<file path="src/rtl/me_search_engine_if.sv">
// rtl/me_search_engine_if.sv - control, memory and result bus of the motion estimator
interface me_search_engine_if #(
  parameter int BLK    = 16,
  parameter int RANGE  = 8,
  parameter int PIX_W  = 8,
  parameter int DIST_W = 16
);
  localparam int SW     = BLK + 2 * RANGE;
  localparam int AREF_W = $clog2(BLK * BLK);
  localparam int ASRC_W = $clog2(SW * SW);
  localparam int MV_W   = $clog2(2 * RANGE);

  logic              start_signal;
  logic              early_term_en;
  logic [AREF_W-1:0] address_ref;
  logic [PIX_W-1:0]  ref_data;
  logic [ASRC_W-1:0] address_search;
  logic [PIX_W-1:0]  search_data;
  logic              busy;
  logic              process_completed;
  logic [DIST_W-1:0] best_distance;
  logic [MV_W-1:0]   motion_vector_x;
  logic [MV_W-1:0]   motion_vector_y;

  modport master (
    output start_signal, early_term_en, ref_data, search_data,
    input  address_ref, address_search, busy, process_completed,
    input  best_distance, motion_vector_x, motion_vector_y
  );

  modport slave (
    input  start_signal, early_term_en, ref_data, search_data,
    output address_ref, address_search, busy, process_completed,
    output best_distance, motion_vector_x, motion_vector_y
  );
endinterface

</file>
<file path="src/rtl/me_search_engine.sv">
// rtl/me_search_engine.sv - full-search block-matching motion estimator
// Three-stage pipe: issue addresses, wait for memory, accumulate saturating SAD.
module me_search_engine #(
  parameter int BLK    = 16,
  parameter int RANGE  = 8,
  parameter int PIX_W  = 8,
  parameter int DIST_W = 16
) (
  input  logic clk,
  input  logic reset,
  me_search_engine_if.slave bus
);
  localparam int SW     = BLK + 2 * RANGE;
  localparam int AREF_W = $clog2(BLK * BLK);
  localparam int ASRC_W = $clog2(SW * SW);
  localparam int MV_W   = $clog2(2 * RANGE);
  localparam int PW     = $clog2(BLK);
  localparam logic [MV_W-1:0]   CMAX = MV_W'(2 * RANGE - 1);
  localparam logic [MV_W-1:0]   ROFF = MV_W'(RANGE);
  localparam logic [PW-1:0]     PMAX = PW'(BLK - 1);
  localparam logic [DIST_W-1:0] ONES = '1;

  typedef enum logic [1:0] {S_IDLE, S_RUN, S_DRAIN, S_DONE} state_t;
  state_t r_state, w_next;

  logic [MV_W-1:0]   r_cx, r_cy, r_p1_cx, r_p1_cy, r_p2_cx, r_p2_cy;
  logic [PW-1:0]     r_r, r_c;
  logic              r_early, r_v1, r_v2;
  logic              r_p1_first, r_p1_last, r_p2_first, r_p2_last;
  logic [DIST_W-1:0] r_acc, r_best, r_best_out;
  logic [MV_W-1:0]   r_best_x, r_best_y, r_mvx, r_mvy;
  logic [AREF_W-1:0] r_addr_ref;
  logic [ASRC_W-1:0] r_addr_srch;

  logic [PIX_W-1:0]  w_ad;
  logic [DIST_W:0]   w_sum;
  logic [DIST_W-1:0] w_acc_new;
  logic              w_abandon, w_skip, w_cand_last, w_ivalid, w_iend;
  logic [MV_W-1:0]   w_ix, w_iy;
  logic [PW-1:0]     w_ir, w_ic;
  logic [AREF_W-1:0] w_aref;
  logic [ASRC_W-1:0] w_asrc;
  logic              w_busy, w_done;

  always_comb begin
    w_ad = (bus.ref_data > bus.search_data) ? bus.ref_data - bus.search_data
                                            : bus.search_data - bus.ref_data;
    w_sum = (r_p2_first ? '0 : {1'b0, r_acc}) + {{(DIST_W + 1 - PIX_W){1'b0}}, w_ad};
    w_acc_new = w_sum[DIST_W] ? ONES : w_sum[DIST_W-1:0];
    w_abandon = r_v2 && r_early && !r_p2_last && (w_acc_new >= r_best);
    // If the read in flight is already the next candidate, the issue counters are past it.
    w_skip = w_abandon && !r_p1_last;
    w_cand_last = (r_cx == CMAX) && (r_cy == CMAX);
    w_ix = r_cx;
    w_iy = r_cy;
    w_ir = r_r;
    w_ic = r_c;
    w_ivalid = (r_state == S_RUN);
    if (w_skip) begin
      w_ir = '0;
      w_ic = '0;
      w_ix = (r_cx == CMAX) ? '0 : r_cx + 1'b1;
      w_iy = (r_cx == CMAX) ? r_cy + 1'b1 : r_cy;
      if (w_cand_last) w_ivalid = 1'b0;
    end
    w_iend = (w_ix == CMAX) && (w_iy == CMAX) && (w_ir == PMAX) && (w_ic == PMAX);
    w_aref = AREF_W'(w_ir) * AREF_W'(BLK) + AREF_W'(w_ic);
    w_asrc = (ASRC_W'(w_iy) + ASRC_W'(w_ir)) * ASRC_W'(SW) + ASRC_W'(w_ix) + ASRC_W'(w_ic);
  end

  always_ff @(posedge clk) begin
    if (reset) r_state <= S_IDLE;
    else       r_state <= w_next;
  end

  always_comb begin
    w_next = r_state;
    case (r_state)
      S_IDLE:  if (bus.start_signal) w_next = S_RUN;
      S_RUN:   if (!w_ivalid || w_iend) w_next = S_DRAIN;
      S_DRAIN: if (!r_v1 && !r_v2) w_next = S_DONE;
      S_DONE:  w_next = S_IDLE;
      default: w_next = S_IDLE;
    endcase
  end

  always_comb begin
    w_busy = (r_state == S_RUN) || (r_state == S_DRAIN);
    w_done = (r_state == S_DONE);
  end

  always_ff @(posedge clk) begin
    if (reset) begin
      r_cx <= '0; r_cy <= '0; r_r <= '0; r_c <= '0;
      r_early <= 1'b0; r_v1 <= 1'b0; r_v2 <= 1'b0;
      r_p1_first <= 1'b0; r_p1_last <= 1'b0; r_p1_cx <= '0; r_p1_cy <= '0;
      r_p2_first <= 1'b0; r_p2_last <= 1'b0; r_p2_cx <= '0; r_p2_cy <= '0;
      r_acc <= '0; r_best <= ONES; r_best_x <= '0; r_best_y <= '0;
      r_addr_ref <= '0; r_addr_srch <= '0;
      r_best_out <= ONES; r_mvx <= '0; r_mvy <= '0;
    end else begin
      if (r_state == S_IDLE && bus.start_signal) begin
        r_cx <= '0; r_cy <= '0; r_r <= '0; r_c <= '0;
        r_early <= bus.early_term_en;
        r_best <= ONES; r_best_x <= '0; r_best_y <= '0;
        r_v1 <= 1'b0; r_v2 <= 1'b0;
      end else begin
        r_v1 <= w_ivalid;
        r_v2 <= r_v1 && !w_abandon;
        r_p2_first <= r_p1_first;
        r_p2_last  <= r_p1_last;
        r_p2_cx    <= r_p1_cx;
        r_p2_cy    <= r_p1_cy;
        if (w_ivalid) begin
          r_addr_ref  <= w_aref;
          r_addr_srch <= w_asrc;
          r_p1_first  <= (w_ir == '0) && (w_ic == '0);
          r_p1_last   <= (w_ir == PMAX) && (w_ic == PMAX);
          r_p1_cx     <= w_ix;
          r_p1_cy     <= w_iy;
          r_cx <= w_ix;
          r_cy <= w_iy;
          r_r  <= w_ir;
          r_c  <= w_ic + 1'b1;
          if (w_ic == PMAX) begin
            r_c <= '0;
            r_r <= w_ir + 1'b1;
            if (w_ir == PMAX) begin
              r_r  <= '0;
              r_cx <= (w_ix == CMAX) ? '0 : w_ix + 1'b1;
              r_cy <= (w_ix == CMAX) ? w_iy + 1'b1 : w_iy;
            end
          end
        end
        if (r_v2) begin
          r_acc <= w_acc_new;
          if (r_p2_last && (w_acc_new < r_best)) begin
            r_best   <= w_acc_new;
            r_best_x <= r_p2_cx - ROFF;
            r_best_y <= r_p2_cy - ROFF;
          end
        end
      end
      if (w_next == S_DONE) begin
        r_best_out <= r_best;
        r_mvx      <= r_best_x;
        r_mvy      <= r_best_y;
      end
    end
  end

  assign bus.address_ref       = r_addr_ref;
  assign bus.address_search    = r_addr_srch;
  assign bus.busy              = w_busy;
  assign bus.process_completed = w_done;
  assign bus.best_distance     = r_best_out;
  assign bus.motion_vector_x   = r_mvx;
  assign bus.motion_vector_y   = r_mvy;
endmodule

</file>
<file path="src/flat_wrapper.sv">
// flat-port wrapper written by rule: the top's interface ports become plain ports
module me_search_engine_flat 
#(
  parameter int BLK    = 16,
  parameter int RANGE  = 8,
  parameter int PIX_W  = 8,
  parameter int DIST_W = 16
)
  (clk, reset, bus_start_signal, bus_early_term_en, bus_ref_data, bus_search_data, bus_address_ref, bus_address_search, bus_busy, bus_process_completed, bus_best_distance, bus_motion_vector_x, bus_motion_vector_y);
  me_search_engine_if #(.BLK(BLK), .RANGE(RANGE), .PIX_W(PIX_W), .DIST_W(DIST_W)) bus_i ();
  input  logic clk;
  input  logic reset;
  input wire logic [$bits(bus_i.start_signal)-1:0] bus_start_signal;
  input wire logic [$bits(bus_i.early_term_en)-1:0] bus_early_term_en;
  input wire logic [$bits(bus_i.ref_data)-1:0] bus_ref_data;
  input wire logic [$bits(bus_i.search_data)-1:0] bus_search_data;
  output wire logic [$bits(bus_i.address_ref)-1:0] bus_address_ref;
  output wire logic [$bits(bus_i.address_search)-1:0] bus_address_search;
  output wire logic [$bits(bus_i.busy)-1:0] bus_busy;
  output wire logic [$bits(bus_i.process_completed)-1:0] bus_process_completed;
  output wire logic [$bits(bus_i.best_distance)-1:0] bus_best_distance;
  output wire logic [$bits(bus_i.motion_vector_x)-1:0] bus_motion_vector_x;
  output wire logic [$bits(bus_i.motion_vector_y)-1:0] bus_motion_vector_y;
  assign bus_i.start_signal = bus_start_signal;
  assign bus_i.early_term_en = bus_early_term_en;
  assign bus_i.ref_data = bus_ref_data;
  assign bus_i.search_data = bus_search_data;
  assign bus_address_ref = bus_i.address_ref;
  assign bus_address_search = bus_i.address_search;
  assign bus_busy = bus_i.busy;
  assign bus_process_completed = bus_i.process_completed;
  assign bus_best_distance = bus_i.best_distance;
  assign bus_motion_vector_x = bus_i.motion_vector_x;
  assign bus_motion_vector_y = bus_i.motion_vector_y;
  me_search_engine #(.BLK(BLK), .RANGE(RANGE), .PIX_W(PIX_W), .DIST_W(DIST_W)) u_core (.clk(clk), .reset(reset), .bus(bus_i));
endmodule
</file>
<file path="config.mk">
export PLATFORM = sky130hd
export DESIGN_NAME = me_search_engine_flat
export DESIGN_NICKNAME = d
export VERILOG_FILES = /design/src/rtl/me_search_engine_if.sv /design/src/rtl/me_search_engine.sv /design/src/flat_wrapper.sv
export SDC_FILE = /design/constraint.sdc
export NUM_CORES = 1
export LEC_CHECK = 0
export BUFFER_PORTS_ARGS = -buffer_cell sky130_fd_sc_hd__buf_2
export CAP_MARGIN = 30
export CORE_MARGIN = 4
export CORE_UTILIZATION = 54
export DETAILED_ROUTE_END_ITERATION = 7
export PLACE_DENSITY_LB_ADDON = 0.15
export SLEW_MARGIN = 20
export SYNTH_ARGS = -nofsm -noshare
export SYNTH_HDL_FRONTEND = slang
export SYNTH_SLANG_ARGS = --single-unit
</file>
<file path="constraint.sdc">
create_clock -name clk -period 8 [get_ports clk]
set_input_delay 1.6 -clock clk [delete_from_list [all_inputs] [get_ports clk]]
set_output_delay 1.6 -clock clk [all_outputs]
set_load 0.01 [all_outputs]
</file>
# Word-level counts from Yosys, hierarchy flattened
# Index checks and enable logic that the tools add are counted.
[totals]
output_inout_bits = 44
elab_cells = 107
input_bits = 20
ff_bits = 123
[classes]
mux = 24
bitwise = 1
n_eq_ne = 10
addsub = 15
n_lt_le_gt_ge = 3
n_reduce_logical = 29
[ops]
columns = ["operator", "count"]
rows = [
  ["2-to-1 mux 4 bit", 15],
  ["2-to-1 mux 16 bit", 2],
  ["adder 4 x 1 -> 4 bit (second input constant)", 6],
  ["equality test 4 bit (second input constant)", 6],
  ["adder 10 x 4 -> 10 bit", 2],
  ["adder 17 x 8 -> 17 bit", 1],
  ["greater-or-equal comparator 16 bit", 1],
  ["< comparator 16 bit", 1],
  ["subtractor 8 bit", 2],
  ["logical AND 1 bit", 14],
  ["adder 8 x 4 -> 8 bit", 1],
  ["> comparator 8 bit", 1],
  ["logical NOT 4 bit", 2],
  ["2-to-1 mux 8 bit", 1],
  ["one-hot mux 2 bit (4 select lines)", 1],
  ["subtractor 4 bit (second input constant)", 2],
  ["equality test 2 bit (second input constant)", 3],
  ["logical NOT 1 bit", 6],
  ["2-to-1 mux 2 bit", 3],
  ["AND reduction 2 bit", 3],
  ["adder 4 x 4 -> 5 bit", 1],
  ["equality test 2 x 1 -> 1 bit (second input constant)", 1],
  ["logical NOT 2 bit", 1],
  ["logical OR 1 bit", 2],
  ["3 further kinds", 4],
]

# Longest topological paths before layout
[logic_depth]
depth_word = 16
ltp_mapped = 39
depth_no_buf = 36

# Least setup slack after synthesis
# Ideal clock, no wire load.
[synth_path]
path_type = "input -> register"
from = "input port bus_ref_data[0]"
to = "register u_core.r_best_out[10], in the netlist u_core.bus.best_distance[10]"
setup_ns = 0.072
arrival_ns = 8.482
required_ns = 7.928
cell_stages = 36
path_buffers = 5
setup_slack_ns = -0.554
path_cell_list = "inv_1 -> ha_1 -> inv_1 -> fa_1 -> nand3_1 -> a21oi_1 -> o31a_1 -> buf_2 -> mux2_2 -> fa_1 -> a21o_1 -> a21oi_1 -> o21bai_1 -> a2111o_1 -> and3_1 -> clkbuf_1 -> a21oi_1 -> inv_1 -> ha_1 -> nand4_2 -> nor4_4 -> o211ai_2 -> a21o_1 -> buf_2 -> buf_2 -> nand2_1 -> inv_1 -> ha_1 -> and3_1 -> and3_1 -> nand2_1 -> nor3_1 -> or3_4 -> a21oi_4 -> buf_8 -> mux2i_1"
[synth_between]
elab_chain_len = 16
elab_cells_between_ends = 26
classes_between = "add/sub (3); order compare (2); eq/ne (5); mux (9); reduce/logical (7)"
[synth_lines]
columns = ["element", "line", "source"]
rows = [
  ["start: declaration", "flat_wrapper.sv:15", "input wire logic [$bits(bus_i.ref_data)-1:0] bus_ref_data;"],
  ["subtractor 8 bit (tied with other cells)", "me_search_engine.sv:47", ": bus.search_data - bus.ref_data;"],
  ["2-to-1 mux 8 bit (*)", "me_search_engine.sv:46", "w_ad = (bus.ref_data > bus.search_data) ? bus.ref_data - bus.search_data"],
  ["adder 17 x 8 -> 17 bit (*)", "me_search_engine.sv:48", "w_sum = (r_p2_first ? '0 : {1'b0, r_acc}) + {{(DIST_W + 1 - PIX_W){1'b0}}, w_ad};"],
  ["2-to-1 mux 16 bit (*)", "me_search_engine.sv:49", "w_acc_new = w_sum[DIST_W] ? ONES : w_sum[DIST_W-1:0];"],
  ["net u_core.w_acc_new[13]", "me_search_engine.sv:37", "logic [DIST_W-1:0] w_acc_new;"],
  ["greater-or-equal comparator 16 bit (*)", "me_search_engine.sv:50", "w_abandon = r_v2 && r_early && !r_p2_last && (w_acc_new >= r_best);"],
  ["logical AND 1 bit (*)", "me_search_engine.sv:50", ""],
  ["logical AND 1 bit (*)", "me_search_engine.sv:52", "w_skip = w_abandon && !r_p1_last;"],
  ["2-to-1 mux 4 bit", "me_search_engine.sv:59", "if (w_skip) begin"],
  ["equality test 4 bit", "me_search_engine.sv:66", "w_iend = (w_ix == CMAX) && (w_iy == CMAX) && (w_ir == PMAX) && (w_ic == PMAX);"],
  ["logical AND 1 bit (3 in series)", "me_search_engine.sv:66", ""],
  ["logical OR 1 bit (*)", "me_search_engine.sv:80", "S_RUN: if (!w_ivalid || w_iend) w_next = S_DRAIN;"],
  ["2-to-1 mux 2 bit (*)", "me_search_engine.sv:80", ""],
  ["one-hot mux 2 bit (4 select lines) (*)", "me_search_engine.sv:78", "case (r_state)"],
  ["equality test 2 bit (*)", "me_search_engine.sv:144", "if (w_next == S_DONE) begin"],
  ["end signal: assignment", "me_search_engine.sv:145", "r_best_out <= r_best;"],
  ["end: declaration", "me_search_engine.sv:30", "logic [DIST_W-1:0] r_acc, r_best, r_best_out;"],
]
# The timed path passes the listed nets; every way through them passes the cells marked *.
# A chain may end at the register's enable or synchronous reset.

# Final worst setup path
[layout_path]
from = "input port bus_search_data[6]"
to = "register u_core.r_mvx[1], in the netlist u_core.bus.motion_vector_x[1]"
[layout_between]
elab_chain_len = 16
elab_cells_between_ends = 26
classes_between = "add/sub (3); order compare (2); eq/ne (5); mux (9); reduce/logical (7)"
[layout_lines]
columns = ["element", "line", "source"]
rows = [
  ["start: declaration", "flat_wrapper.sv:16", "input wire logic [$bits(bus_i.search_data)-1:0] bus_search_data;"],
  ["subtractor 8 bit (tied with other cells)", "me_search_engine.sv:47", ""],
  ["2-to-1 mux 8 bit (*)", "me_search_engine.sv:46", ""],
  ["adder 17 x 8 -> 17 bit (*)", "me_search_engine.sv:48", ""],
  ["2-to-1 mux 16 bit (*)", "me_search_engine.sv:49", ""],
  ["net u_core.w_acc_new[14]", "me_search_engine.sv:37", ""],
  ["greater-or-equal comparator 16 bit (*)", "me_search_engine.sv:50", ""],
  ["logical AND 1 bit (*)", "me_search_engine.sv:50", ""],
  ["logical AND 1 bit (*)", "me_search_engine.sv:52", ""],
  ["2-to-1 mux 4 bit (*)", "me_search_engine.sv:59", ""],
  ["net u_core.w_ix[1]", "me_search_engine.sv:39", "logic [MV_W-1:0] w_ix, w_iy;"],
  ["equality test 4 bit (*)", "me_search_engine.sv:66", ""],
  ["logical AND 1 bit (*) (3 in series)", "me_search_engine.sv:66", ""],
  ["logical OR 1 bit (*)", "me_search_engine.sv:80", ""],
  ["2-to-1 mux 2 bit (*)", "me_search_engine.sv:80", ""],
  ["one-hot mux 2 bit (4 select lines) (*)", "me_search_engine.sv:78", ""],
  ["equality test 2 bit (*)", "me_search_engine.sv:144", ""],
  ["end signal: assignment", "me_search_engine.sv:146", "r_mvx <= r_best_x;"],
  ["end: declaration", "me_search_engine.sv:31", "logic [MV_W-1:0] r_best_x, r_best_y, r_mvx, r_mvy;"],
]
# Marked as above.

==> impl_metrics.tcl <==
set metrics [dict create \
    synth_flop_cell "dfxtp_1" \
    numClockSinks 123 \
    drive_above_1_share 0.2803 \
    numCtsBuffers 17 \
    avgSynthCellArea_um2 8.208 \
    ys_warn_count 0 \
    first_pass_iters 5 \
    grt_use_total 0.2523 \
    start_util 0.5584 \
    route.layer.met1.wl_mm 8.027 \
    hold_viol 0 \
    synth_nets 954 \
    hold_depth 2 \
    async_flop_share 0 \
    setup_ws_ns -0.03857 \
    io_pins 64 \
    dieHeight_um 122.9 \
    synth_seq_cells 123 \
    core_area_um2 12770 \
    ant_nets 0 \
    dr_wl_met2_mm 10.42 \
    synthesis.area_um2 7133 \
    start_kind "input pin" \
    ys_types 61 \
    die_area_um2 15110 \
    synth-edff-count 0 \
    areaGrowthSynthToFinish_pct 32.77 \
    wirelength_mm 20.22 \
    status "complete, but fails checks" \
    drv_cap 0 \
    path_max_fanout 6 \
    vias 6795 \
    grt_start_max_net_pins 108 \
    slowest_delay_ns 0.45 \
    antenna_found_initial 0 \
    clock_latency_ns 0.42 \
    dpl_cell_area_um2 8318 \
    r2r-start "u_core.r_p2_first" \
    grt_pass1_wl_mm 30.56 \
    cp_data_arrival_time_ns 8.37 \
    setup_tns_ns -0.1634 \
    hold_ws_ns 0.4473 \
    place_congestion 0.8865 \
    grt_pass1_vias 6667 \
    power_density_nw_per_um2 202.9 \
    num_rows 41 \
    port-buffer-count 63 \
    required_ns 8.33 \
    gr-total-overflow 0 \
    worstSetupEndpointType "register" \
    min_to "u_core.r_v2" \
    maxSlewHeadroom 0.4635 \
    final_cell_mix "123 x dfxtp_1, 112 x nor2_1, 109 x buf_4, 92 x nand2_1, 62 x buf_2" \
    period_minus_slack_ns 8.039 \
    min_from "u_core.r_v1" \
    die_w_um 122.9 \
    clk_pin_slew_worst_paths_ns 0.06 \
    layout_commonest_cell "dfxtp_1" \
    finalMaxSlewViolations 0 \
    cp_slowest_cell "or3_4" \
    cts-root-buf "clkbuf_16" \
    drt_iter0_drc 544 \
    rsz0062_at_grt "true" \
    wl_met3_um 853 \
    path_common_cell "inv_1" \
    preCtsSetupSlack_ns -0.4023 \
    fillCellCount 929 \
    ir_drop_mv 0.1348 \
    path_class "input pin to register" \
    r2r-end "u_core.bus.motion_vector_x[1]" \
    power.leakage_nw 4.285 \
    post-route-period-util 1.005 \
    tightest_slew_ns 0.8037 \
    dpl.hpwl_mm 13.38 \
    wl_per_cell_um 16.71 \
    top_layer "met4" \
    violations "setup timing" \
    drcViolationCount 0 \
    final-setup-viol-count 17 \
    cts.path.max_buffers 2 \
    ys_seq_area_frac 0.3452 \
    h-tree-depth 4 \
    max_freq_mhz 124.4 \
    nets 1111 \
    synth_cells 869 \
    reg2reg_depth 26 \
    rrSetupSlack_ns 1.73 \
    design_area_um2 9470 \
    fin_skew_ns 0.006282 \
    critical_path.startpoint "bus_search_data[6]" \
    cts_tree "yes" \
    antennaDiodeCount 0 \
    vias_per_cell 5.616 \
    hold_class "register to register" \
]
-- critical path: cells and delay by family --
family / cells / cell delay [ns]
buf+inv: 9 / 1.09
simple gates: 9 / 1.95
mux: 3 / 0.78
fa+ha+maj: 4 / 1.03
compound gates: 9 / 1.72
xor+xnor: 1 / 0.20
-- synthesized netlist by cell type (2+ instances only) --
cell type	number	area, um2
or2_2	2	12.51
ha_1	60	750.7
a211oi_1	23	172.7
nor4_1	2	12.51
a41oi_1	3	26.28
buf_8	2	30.03
and3_1	10	62.56
o21bai_1	3	22.52
nand4_1	8	50.05
o21ai_0	25	125.1
a311oi_1	2	17.52
buf_1	5	18.77
dfxtp_1	123	2462
nand2b_1	18	112.6
or3_1	2	12.51
a21boi_0	2	15.01
o31ai_1	3	22.52
xor2_1	11	96.34
and2_1	5	31.28
a2111o_1	2	22.52
nor3_1	18	90.09
mux2_2	4	45.04
nor2b_1	10	62.56
xnor2_1	16	140.1
mux2i_1	39	390.4
nand3_1	14	70.07
fa_1	5	100.1
o21ai_1	3	15.01
clkbuf_1	31	116.4
nand3b_1	5	37.54
o31a_1	2	17.52
o21a_1	8	60.06
and4_1	3	26.28
nor2_1	114	427.9
o211ai_1	10	75.07
inv_1	65	244.0
o211ai_2	2	25.02
buf_2	6	30.03
a21o_1	11	82.58
nand2_1	95	356.6
a211o_1	2	17.52
a21oi_1	69	345.3
a31oi_1	4	25.02
a22oi_1	5	37.54
-- kinds of logic (layout without fill, tap and decap cells) --
kind of cell / Yosys count / after routing / share of synthesized area
adders and majority gates: 65 / 65 / 0.1193
muxes: 43 / 43 / 0.06104
DFF: 123 / 123 / 0.3452
buffers and inverters: 109 / 278 / 0.06157
and+or+nand+nor: 311 / 311 / 0.1998
xor gates and xnor gates: 27 / 27 / 0.03315
AOI/OAI and AO/OA: 191 / 191 / 0.1800
-- per-stage QoR --
step | utilization | std cells | power (W)
detailed placement | 0.6512 | 1155 | 0.001121
global placement | 0.6512 | 1155 | 0.001108
floorplan | - | 869 | 0.0009733
finish | 0.7414 | 1210 | 0.001921
CTS | 0.6963 | 1187 | 0.001851
global route | 0.7414 | 1210 | 0.002006
-- registers in the layout (all words and copies together) (netlist names), 2 cells and up --
register / flops
u_core.r_cy: 4
u_core.r_c: 4
u_core.r_p1_cy: 4
u_core.bus.motion_vector_y: 4
u_core.r_best_x: 4
u_core.r_r: 4
u_core.r_best: 16
u_core.bus.best_distance: 16
u_core.r_p2_cx: 4
u_core.bus.address_search: 10
u_core.bus.address_ref: 8
u_core.r_state: 2
u_core.bus.motion_vector_x: 4
u_core.r_p1_cx: 4
u_core.r_p2_cy: 4
u_core.r_acc: 16
u_core.r_cx: 4
u_core.r_best_y: 4
-- routing by layer --
layer / track usage / vias up
met2: 0.4448 / 219
met4: 0.1302 / 0
met5: 0 / -
met3: 0.05444 / 64
li1: - / 3301
met1: 0.2857 / 3211
-- worst max path at each step --
stage,endpoint,slack [ns],depth (start not counted)
2_1_floorplan,u_core.bus.best_distance[10],0.004,34
3_3_place_gp,u_core.bus.best_distance[14],-0.19,34
3_5_place_dp,u_core.bus.motion_vector_x[1],-0.40,35
4_1_cts,u_core.bus.motion_vector_x[1],0.05,36
5_1_grt,u_core.bus.motion_vector_x[1],-0.40,36
6_report,u_core.bus.motion_vector_x[1],-0.04,35
-- area by class of cell --
class,count,area [um2],area share
Clock buffer,17,425.4,0.04492
Clock inverter,14,138.9,0.01467
Inverter,65,246.5,0.02603
Multi-Input combinational cell,637,4659,0.4920
Timing Repair Buffer,182,1323,0.1396
Tap cell,172,215.2,0.02272
Sequential cell,123,2462,0.2600
-- repair_timing --
item | 4_1_cts | 5_1_grt
endpoints found under the setup margin | 2 | 42
hold buffers | 0 | 0
cloned | 0 | 3
setup buffers | 1 | 19
resized for setup | 2 | 60
pin swaps | 0 | 40
-- power breakdown --
part | total, W | switching [W] | internal [W]
Sequential | 0.000675 | 0.0000291 | 0.000646
Clock | 0.000728 | 0.000297 | 0.000431
Combinational | 0.000518 | 0.000286 | 0.000232
Total | 0.00192 | 0.000612 | 0.00131
Note: power is estimated with default switching activity, not from simulation.
